<file path="src/rtl/fp_mul_seq_if.sv">
// Handshake and data bundle for the sequential single-precision multiplier.
// master: drives start/a/b, observes busy/done/res.
// slave : the multiplier itself.
interface fp_mul_seq_if;
  logic        start;
  logic [31:0] a;
  logic [31:0] b;
  logic        busy;
  logic        done;
  logic [31:0] res;

  modport master (output start, a, b, input busy, done, res);
  modport slave  (input start, a, b, output busy, done, res);
endinterface

</file>
<file path="src/rtl/fp_mul_seq.sv">
// Sequential IEEE-754 single-precision multiplier.
// Shift-add mantissa multiply, truncating rounding, denormals flushed to zero.
// Fixed latency: start at edge k gives done in the cycle after edge k+25.
// Ports: clk, rst_n (async active-low), bus (slave: start/a/b in, busy/done/res out).
// A start while busy is ignored; a start in the done cycle is accepted.
module fp_mul_seq #(
  parameter int          MANT_W = 24,
  parameter logic [31:0] QNAN   = 32'h7FC00000
) (
  input  logic           clk,
  input  logic           rst_n,
  fp_mul_seq_if.slave    bus
);

  localparam logic [4:0] CNT_LAST = 5'(MANT_W - 1);

  typedef enum logic [1:0] {IDLE, MUL, NORM} state_t;

  state_t             state;
  logic [31:0]        a_r;
  logic [31:0]        b_r;
  logic               sign;
  logic signed [9:0]  exp_sum;
  logic [47:0]        mcand;
  logic [23:0]        mplier;
  logic [47:0]        acc;
  logic [4:0]         cnt;
  logic               busy_r;
  logic               done_r;
  logic [31:0]        res_r;

  // Operand classification on the latched operands.
  logic nan_a, nan_b, inf_a, inf_b, zero_a, zero_b;
  logic signed [10:0] e_w;
  logic [22:0]        mant_w;
  logic [31:0]        packed_w;

  always_comb begin
    nan_a  = (&a_r[30:23]) && (|a_r[22:0]);
    nan_b  = (&b_r[30:23]) && (|b_r[22:0]);
    inf_a  = (&a_r[30:23]) && !(|a_r[22:0]);
    inf_b  = (&b_r[30:23]) && !(|b_r[22:0]);
    // Exponent field 0 covers both true zero and denormals (flushed).
    zero_a = !(|a_r[30:23]);
    zero_b = !(|b_r[30:23]);

    // Product of two [1,2) mantissas lies in [1,4): bit 47 says whether
    // it reached 2 and needs one extra exponent step.
    if (acc[47]) begin
      mant_w = acc[46:24];
      e_w    = 11'(exp_sum) - 11'sd126;
    end else begin
      mant_w = acc[45:23];
      e_w    = 11'(exp_sum) - 11'sd127;
    end

    if (nan_a || nan_b)
      packed_w = QNAN;
    else if ((inf_a && zero_b) || (inf_b && zero_a))
      packed_w = QNAN;
    else if (inf_a || inf_b)
      packed_w = {sign, 8'hFF, 23'h0};
    else if (zero_a || zero_b)
      packed_w = {sign, 31'h0};
    else if (e_w >= 11'sd255)
      packed_w = {sign, 8'hFF, 23'h0};
    else if (e_w <= 11'sd0)
      packed_w = {sign, 31'h0};
    else
      packed_w = {sign, e_w[7:0], mant_w};
  end

  always_ff @(posedge clk or negedge rst_n) begin
    if (!rst_n) begin
      state   <= IDLE;
      a_r     <= '0;
      b_r     <= '0;
      sign    <= 1'b0;
      exp_sum <= '0;
      mcand   <= '0;
      mplier  <= '0;
      acc     <= '0;
      cnt     <= '0;
      busy_r  <= 1'b0;
      done_r  <= 1'b0;
      res_r   <= '0;
    end else begin
      case (state)
        IDLE: begin
          done_r <= 1'b0;
          if (bus.start) begin
            a_r     <= bus.a;
            b_r     <= bus.b;
            sign    <= bus.a[31] ^ bus.b[31];
            exp_sum <= $signed({2'b00, bus.a[30:23]} + {2'b00, bus.b[30:23]});
            mcand   <= (|bus.a[30:23]) ? {24'h0, 1'b1, bus.a[22:0]} : 48'h0;
            mplier  <= (|bus.b[30:23]) ? {1'b1, bus.b[22:0]} : 24'h0;
            acc     <= '0;
            cnt     <= '0;
            busy_r  <= 1'b1;
            state   <= MUL;
          end
        end
        MUL: begin
          if (mplier[cnt])
            acc <= acc + (mcand << cnt);
          cnt <= cnt + 5'd1;
          if (cnt == CNT_LAST)
            state <= NORM;
        end
        NORM: begin
          res_r  <= packed_w;
          done_r <= 1'b1;
          busy_r <= 1'b0;
          state  <= IDLE;
        end
        default: state <= IDLE;
      endcase
    end
  end

  assign bus.busy = busy_r;
  assign bus.done = done_r;
  assign bus.res  = res_r;

endmodule

</file>
<file path="src/flat_wrapper.sv">
// flat-port wrapper written by rule: the top's interface ports become plain ports
module fp_mul_seq_flat 
#(
  parameter int          MANT_W = 24,
  parameter logic [31:0] QNAN   = 32'h7FC00000
)
  (clk, rst_n, bus_start, bus_a, bus_b, bus_busy, bus_done, bus_res);
  fp_mul_seq_if bus_i ();
  input  logic clk;
  input  logic rst_n;
  input wire logic [$bits(bus_i.start)-1:0] bus_start;
  input wire logic [$bits(bus_i.a)-1:0] bus_a;
  input wire logic [$bits(bus_i.b)-1:0] bus_b;
  output wire logic [$bits(bus_i.busy)-1:0] bus_busy;
  output wire logic [$bits(bus_i.done)-1:0] bus_done;
  output wire logic [$bits(bus_i.res)-1:0] bus_res;
  assign bus_i.start = bus_start;
  assign bus_i.a = bus_a;
  assign bus_i.b = bus_b;
  assign bus_busy = bus_i.busy;
  assign bus_done = bus_i.done;
  assign bus_res = bus_i.res;
  fp_mul_seq #(.MANT_W(MANT_W), .QNAN(QNAN)) u_core (.clk(clk), .rst_n(rst_n), .bus(bus_i));
endmodule
</file>
<file path="config.mk">
export PLATFORM = sky130hd
export DESIGN_NAME = fp_mul_seq_flat
export DESIGN_NICKNAME = d
export VERILOG_FILES = /design/src/rtl/fp_mul_seq_if.sv /design/src/rtl/fp_mul_seq.sv /design/src/flat_wrapper.sv
export SDC_FILE = /design/constraint.sdc
export NUM_CORES = 1
export LEC_CHECK = 0
export ABC_AREA = 1
export BUFFER_PORTS_ARGS = -buffer_cell sky130_fd_sc_hd__buf_2
export CORE_UTILIZATION = 60
export CTS_BUF_LIST = sky130_fd_sc_hd__clkbuf_16
export CTS_CLUSTER_DIAMETER = 80
export CTS_CLUSTER_SIZE = 24
export DETAILED_ROUTE_END_ITERATION = 8
export PLACE_DENSITY = 0.79
export RECOVER_POWER = 100
export SLEW_MARGIN = 20
export SYNTH_ARGS = -nofsm -noshare
export SYNTH_HDL_FRONTEND = slang
export SYNTH_SLANG_ARGS = --single-unit
export TNS_END_PERCENT = 30
</file>
<file path="constraint.sdc">
create_clock -name clk -period 5.2 [get_ports clk]
set_clock_uncertainty 0.2 [all_clocks]
set_input_delay 0.78 -clock clk [delete_from_list [all_inputs] [get_ports clk]]
set_output_delay 0.78 -clock clk [all_outputs]
set_load 0.1 [all_outputs]
</file>
## Yosys cells after proc, flatten, opt, wreduce, memory -nomap -nowiden

Index checks and enable logic that the tools add are counted.

| cells by class | value |
|---|---|
| add/sub/neg operators | 5 |
| $lt $le $gt $ge | 3 |
| eq/ne operators | 6 |
| shift-type cells | 1 |
| mux-type cells | 23 |
| bitwise logic cells | 1 |
| reduce and logical (&&, ||, !) cells | 30 |

Operators by type and width:

| operator | count |
|---|---|
| $mux 31 | 4 |
| $mux 48 | 2 |
| $pmux 48 s2 | 1 |
| $mux 32 | 2 |
| $add 48x48->48 | 1 |
| $mux 24 | 2 |
| $shl 48x5->48 | 1 |
| $reduce_or 23->1 | 2 |
| $reduce_or 8->1 | 4 |
| $mux 23 | 1 |
| $sub 9x7->10 const B | 2 |
| $reduce_and 8->1 | 2 |
| $ge 11x9->1 const B | 1 |
| $le 11x1->1 const B | 1 |
| $mux 11 | 1 |
| $pmux 5 s2 | 1 |
| $add 8x8->9 | 1 |
| $reduce_and 2->1 | 4 |
| $logic_and 1x1->1 | 6 |
| $lt 5x6->1 const B | 1 |
| $add 5x1->5 const B | 1 |
| $bmux 1 s5 | 1 |
| $eq 5x5->1 const B | 1 |
| $mux 5 | 1 |
| other kinds (14) | 25 |

| word-level totals | value |
|---|---|
| register bits | 233 |
| input bits | 67 |
| output and inout port bits | 34 |
| word-level logic and storage cells | 81 |

## Logic depth before layout (Yosys ltp)

| logic depth | value |
|---|---|
| word-level depth | 9 |
| mapped depth | 25 |
| gate-level depth less buffers | 22 |

## Worst setup path after synthesis

Ideal clock, no wire load.

| path | value |
|---|---|
| kind | register to register |
| start | reg u_core.cnt[0] |
| end | reg u_core.acc[35] |
| data arrival time | 2.906 ns |
| required time | 4.879 ns |
| setup slack | 1.973 ns |
| cell stages (with the launch flop) | 24 |
| cell sequence | dfrtp_1 -> buf_6 -> buf_6 -> buf_4 -> o21ai_0 -> nand2_1 -> o21ai_0 -> nand2_1 -> nand2_1 -> nand2_1 -> o21ai_0 -> mux2i_1 -> ha_1 -> nand2_1 -> nor2_1 -> inv_1 -> nor2_1 -> inv_1 -> nor3_1 -> nand4_1 -> nand3_1 -> nand2_1 -> nand2_1 -> o21ai_1 |

| between the ends | value |
|---|---|
| longest elaborated chain between the ends | 4 |

RTL lines:

| what | RTL line | source |
|---|---|---|
| start, declared | fp_mul_seq.sv:27 | `logic [4:0] cnt;` |
| start signal, assigned | fp_mul_seq.sv:107 | `cnt <= cnt + 5'd1;` |
| $shl 48x5->48 / $bmux 1 s5 (equally long branches) | fp_mul_seq.sv:106, fp_mul_seq.sv:105 |  |
| $add 48x48->48 / $mux 1 (equally long branches) | fp_mul_seq.sv:106, fp_mul_seq.sv:105 |  |
| $mux 48 / $ne 2x1->1 (equally long branches) | n/a |  |
| $pmux 48 s2 / $reduce_and 3->1 (equally long branches) | n/a |  |
| end signal, assigned | fp_mul_seq.sv:106 | `acc <= acc + (mcand << cnt);` |
| end, declared | fp_mul_seq.sv:26 | `logic [47:0] acc;` |

Several ways; a longest one is shown, not always the timed one. The select of a mux whose other input is x is not followed.
A chain may end at the register's enable or synchronous reset.

## Final worst setup path

| path | value |
|---|---|
| start | reg u_core.cnt[0] |
| end | reg u_core.acc[36] |

Same word-level chain as after synthesis.

==> summary.txt <==
Global routing
  – Gr usage total: 36.8%
  – GRT Max-Usage Layer: met2
  – Grt total ovfl: 0
  – Vias in the first global route: 13200
  – GR Layer Usage met1: 48.7%
  – First-pass GRT wire length: 69300 um
  – Global routing usage on met3: 4.50%
  – Initial antenna violation count: 0
  – Maximum number of pins on one net before global-route repair: 100
  – Met2 Use GR: 61.5%

Timing
  – Final setup fails: 0
  – Minimum clock period: 4.42 ns
  – Max Slew Vio Count: 173
  – Fin. Hold Viols: 0
  – Period Utilization, post-route: 85.1%
  – FMAX: 0.226 GHz
  – Unrepaired setup endpoints after global routing: false
  – Final setup TNS: 0 ns
  – Actual slew at the worst max-slew pin: 2.59 ns
  – Slew HR: -72.5%

Clock network
  – Hold buffer count at cts: 0
  – CTS Sinks: 209
  – Max clock buf depth: 3
  – Clock Latency Late Sink: 0.52 ns
  – Post-CTS Setup Bufs: 0
  – H-tree depth: 1
  – CTS tree: built
  – CTS buffer count: 15
  – Clock-pin slew on the worst setup and hold paths: 0.10 ns
  – Root Buffer: clkbuf_16
  – PostCTS Resize Cnt: 0

Place
  – Global placement routability congestion: 1.04
  – Port bufs: 100
  – Hpwl dp: 34100 um
  – Inst Count DP: 2398

Power
  – Worst vdd ir: 0.383 mV
  – Power Density: 769 mW/mm2
  – Overall power: 11.7 mW
  – Leak: 7.42 nW

Synth
  – Synth warn: 0
  – #FFs+latches synth: 209
  – Main synth FF type: dfrtp_1
  – Largest area contributor in the netlist: dfrtp_1
  – Synth async-reset ratio: 100%
  – Synthesized area: 0.0142 mm2
  – Synth area leaders: dfrtp_1 37%, nand2_1 15%, o21ai_0 8.1%, inv_1 5.9%, ha_1 5.1%
  – Yosys top cell area share: 36.9%
  – Synth Net Count: 2166
  – Distinct cells, synth: 48
  – Number of enable flip-flop cells after synthesis: 0
  – Gate Count Post-Synth: 2039
  – Synthesized area per cell: 6.94 um2
  – Post-synthesis sequential area ratio: 36.9%

Run status
  – Failing checks: max-capacitance violations, max-slew violations
  – Status: complete, but fails checks

Die
  – Die area: 0.0242 mm2
  – Core area: 0.0229 mm2
  – Io pins: 101
  – Die width: 156 um
  – Die height: 156 um
  – Row cnt: 55
  – Initial Util: 61.8%

Routing
  – Iter 0 DRT Violations: 1265
  – Wire per inst: 18.0 um
  – Final WL: 43600 um
  – Router iterations before antenna repair: 6
  – DRC errors left: 0
  – Vias: 14100
  – Routed Antenna Nets: 0
  – Via density: 5.82

Worst setup path
  – Worst setup SP type: flop
  – Crit path max fanout: 51
  – Reg2reg end: u_core.acc[36]
  – Worst R2R Start: u_core.cnt[0]
  – WP data arrival: 4.62 ns
  – Register-to-Register Path Depth: 19
  – Critical Path Sink Type: flop
  – CP Cell Sequence: inv_1 -> o21ai_0 -> nand2_1 -> o21ai_0 -> o22ai_1 -> o21ai_0 -> mux2i_1 -> ha_1 -> nand2_1 -> nor2_1 -> inv_1 -> nor2_1 -> inv_1 -> nor3_1 -> nand3_1 -> nand3_1 -> nand2_1 -> nand3_1 -> nand2_1
  – Worst path required time: 5.39 ns
  – Crit-path slowest cell: dfrtp_2
  – Worst setup startpoint: u_core.cnt[0]
  – CP delay by family, top: simple AND/OR/NAND/NOR gates
  – CP Buf/Inv Count: 3
  – Most common cell on crit path: nand2_1
  – R2R Setup Slk: 0.78 ns
  – Crit-path max cell delay: 0.79 ns
  – Crit Path Category: flop to flop

Layout
  – Layout cells sized above 1: 6.21%
  – Commonest non-fill, non-tap cell in the layout: nand2_1
  – # nets final: 2229
  – Most frequent cells in the layout: 579 x nand2_1, 267 x o21ai_0, 224 x inv_1
  – Fillers: 2096
  – # diodes: 0
  – Area Overhead vs Synth: 7.19%
  – Non-Filler Instances: 2422

Worst hold path
  – WHS Endpoint: u_core.acc[0]
  – Type of the worst min-delay path: flop to flop
  – Hold Crit Start: u_core.acc[0]
  – Hold Path Stages: 2

Flow run
  – Max-cap viol count: 3
==> worst max path at each step <==
stage                                 to  slack, ns  cells past startpoint
final                     u_core.acc[36]       0.78                     19
after global routing      u_core.acc[36]       0.21                     19
after CTS                 u_core.acc[36]       0.94                     19
after detailed placement  u_core.acc[36]       0.97                     19
after global placement    u_core.acc[36]       0.87                     19
after floorplan           u_core.acc[35]       1.97                     23
==> Yosys cell counts (3+ instances only) <==
master,count
clkbuf_1,41
nand2_2,5
inv_1,221
dfrtp_1,209
nor2_1,191
nor2_2,3
buf_1,5
o21a_1,3
or2_2,11
nor3_1,18
mux2i_1,33
buf_6,4
a31oi_1,5
nand3_1,104
o211ai_1,3
a21o_1,6
o22ai_1,37
nor4_1,5
buf_4,9
inv_2,6
o21ai_0,229
xnor2_1,10
ha_1,58
buf_2,15
o21ai_2,21
a21oi_1,89
nand4_1,45
o21bai_1,9
o21ai_1,43
nand2_1,576
==> logic make-up (layout without fill, tap and decap cells) <==
group / count (synthesis) / count (layout) / synth area share [%]
fa+ha+maj: 60 / 60 / 5.41
flops: 209 / 209 / 36.9
simple gates: 966 / 966 / 28.2
mux: 33 / 33 / 2.33
compound gates: 454 / 454 / 17.6
xor+xnor: 12 / 12 / 0.742
buf+inv: 305 / 375 / 8.83
==> area by class of cell <==
| class | count | area, um2 | area share (%) |
|---|---|---|---|
| multi-input combinational | 1525 | 7590 | 50.0 |
| sequential | 209 | 5230 | 34.5 |
| inverter | 229 | 861 | 5.67 |
| timing repair buffer | 122 | 591 | 3.89 |
| tap | 313 | 392 | 2.58 |
| clock buffer | 15 | 375 | 2.47 |
| clock inverter | 9 | 133 | 0.874 |
==> flip-flops by register name (all words and copies together) (netlist names) <==
register,count
u_core.bus.done,1
u_core.acc,48
u_core.b_r,31
u_core.state,2
u_core.a_r,31
u_core.sign,1
u_core.cnt,5
u_core.bus.busy,1
u_core.mplier,24
u_core.mcand,24
u_core.bus.res,32
u_core.exp_sum,9
==> report_power, final <==
| group | leakage, nW | internal [mW] | switching, mW |
|---|---|---|---|
| sequential | 2.65 | 2.31 | 0.476 |
| clock | 0.248 | 0.612 | 0.658 |
| combinational | 4.52 | 2.32 | 5.29 |
| total | 7.42 | 5.25 | 6.42 |
==> tightest hold or removal path, stage by stage, from the launching register on <==
cell     delay, ns
dfrtp_1       0.36
nand2_1       0.05
nand2_1       0.05
==> metrics by stage <==
| stage | setup slack (ns) | cell area (um2) | util (%) | hold WS, ns |
|---|---|---|---|---|
| after floorplan | 1.97 | 14200 | - | 0.248 |
| after global placement | 0.872 | 14800 | 64.8 | 0.253 |
| after detailed placement | 0.972 | 14800 | 64.8 | 0.264 |
| after CTS | 0.942 | 15300 | 67.0 | 0.188 |
| after global routing | 0.215 | 15200 | 66.2 | 0.308 |
| final | 0.777 | 15200 | 66.2 | 0.289 |
==> routing by layer <==
layer  part of all wire [%]  vias up  routed length, um
met4                    4.4        0               1920
met1                     41     6566              18000
li1                       -     6832                  -
met2                     47      594              20500
met3                    7.1      107               3090
met5                      0        -                  0
Note: power is estimated with default switching activity, not from simulation.
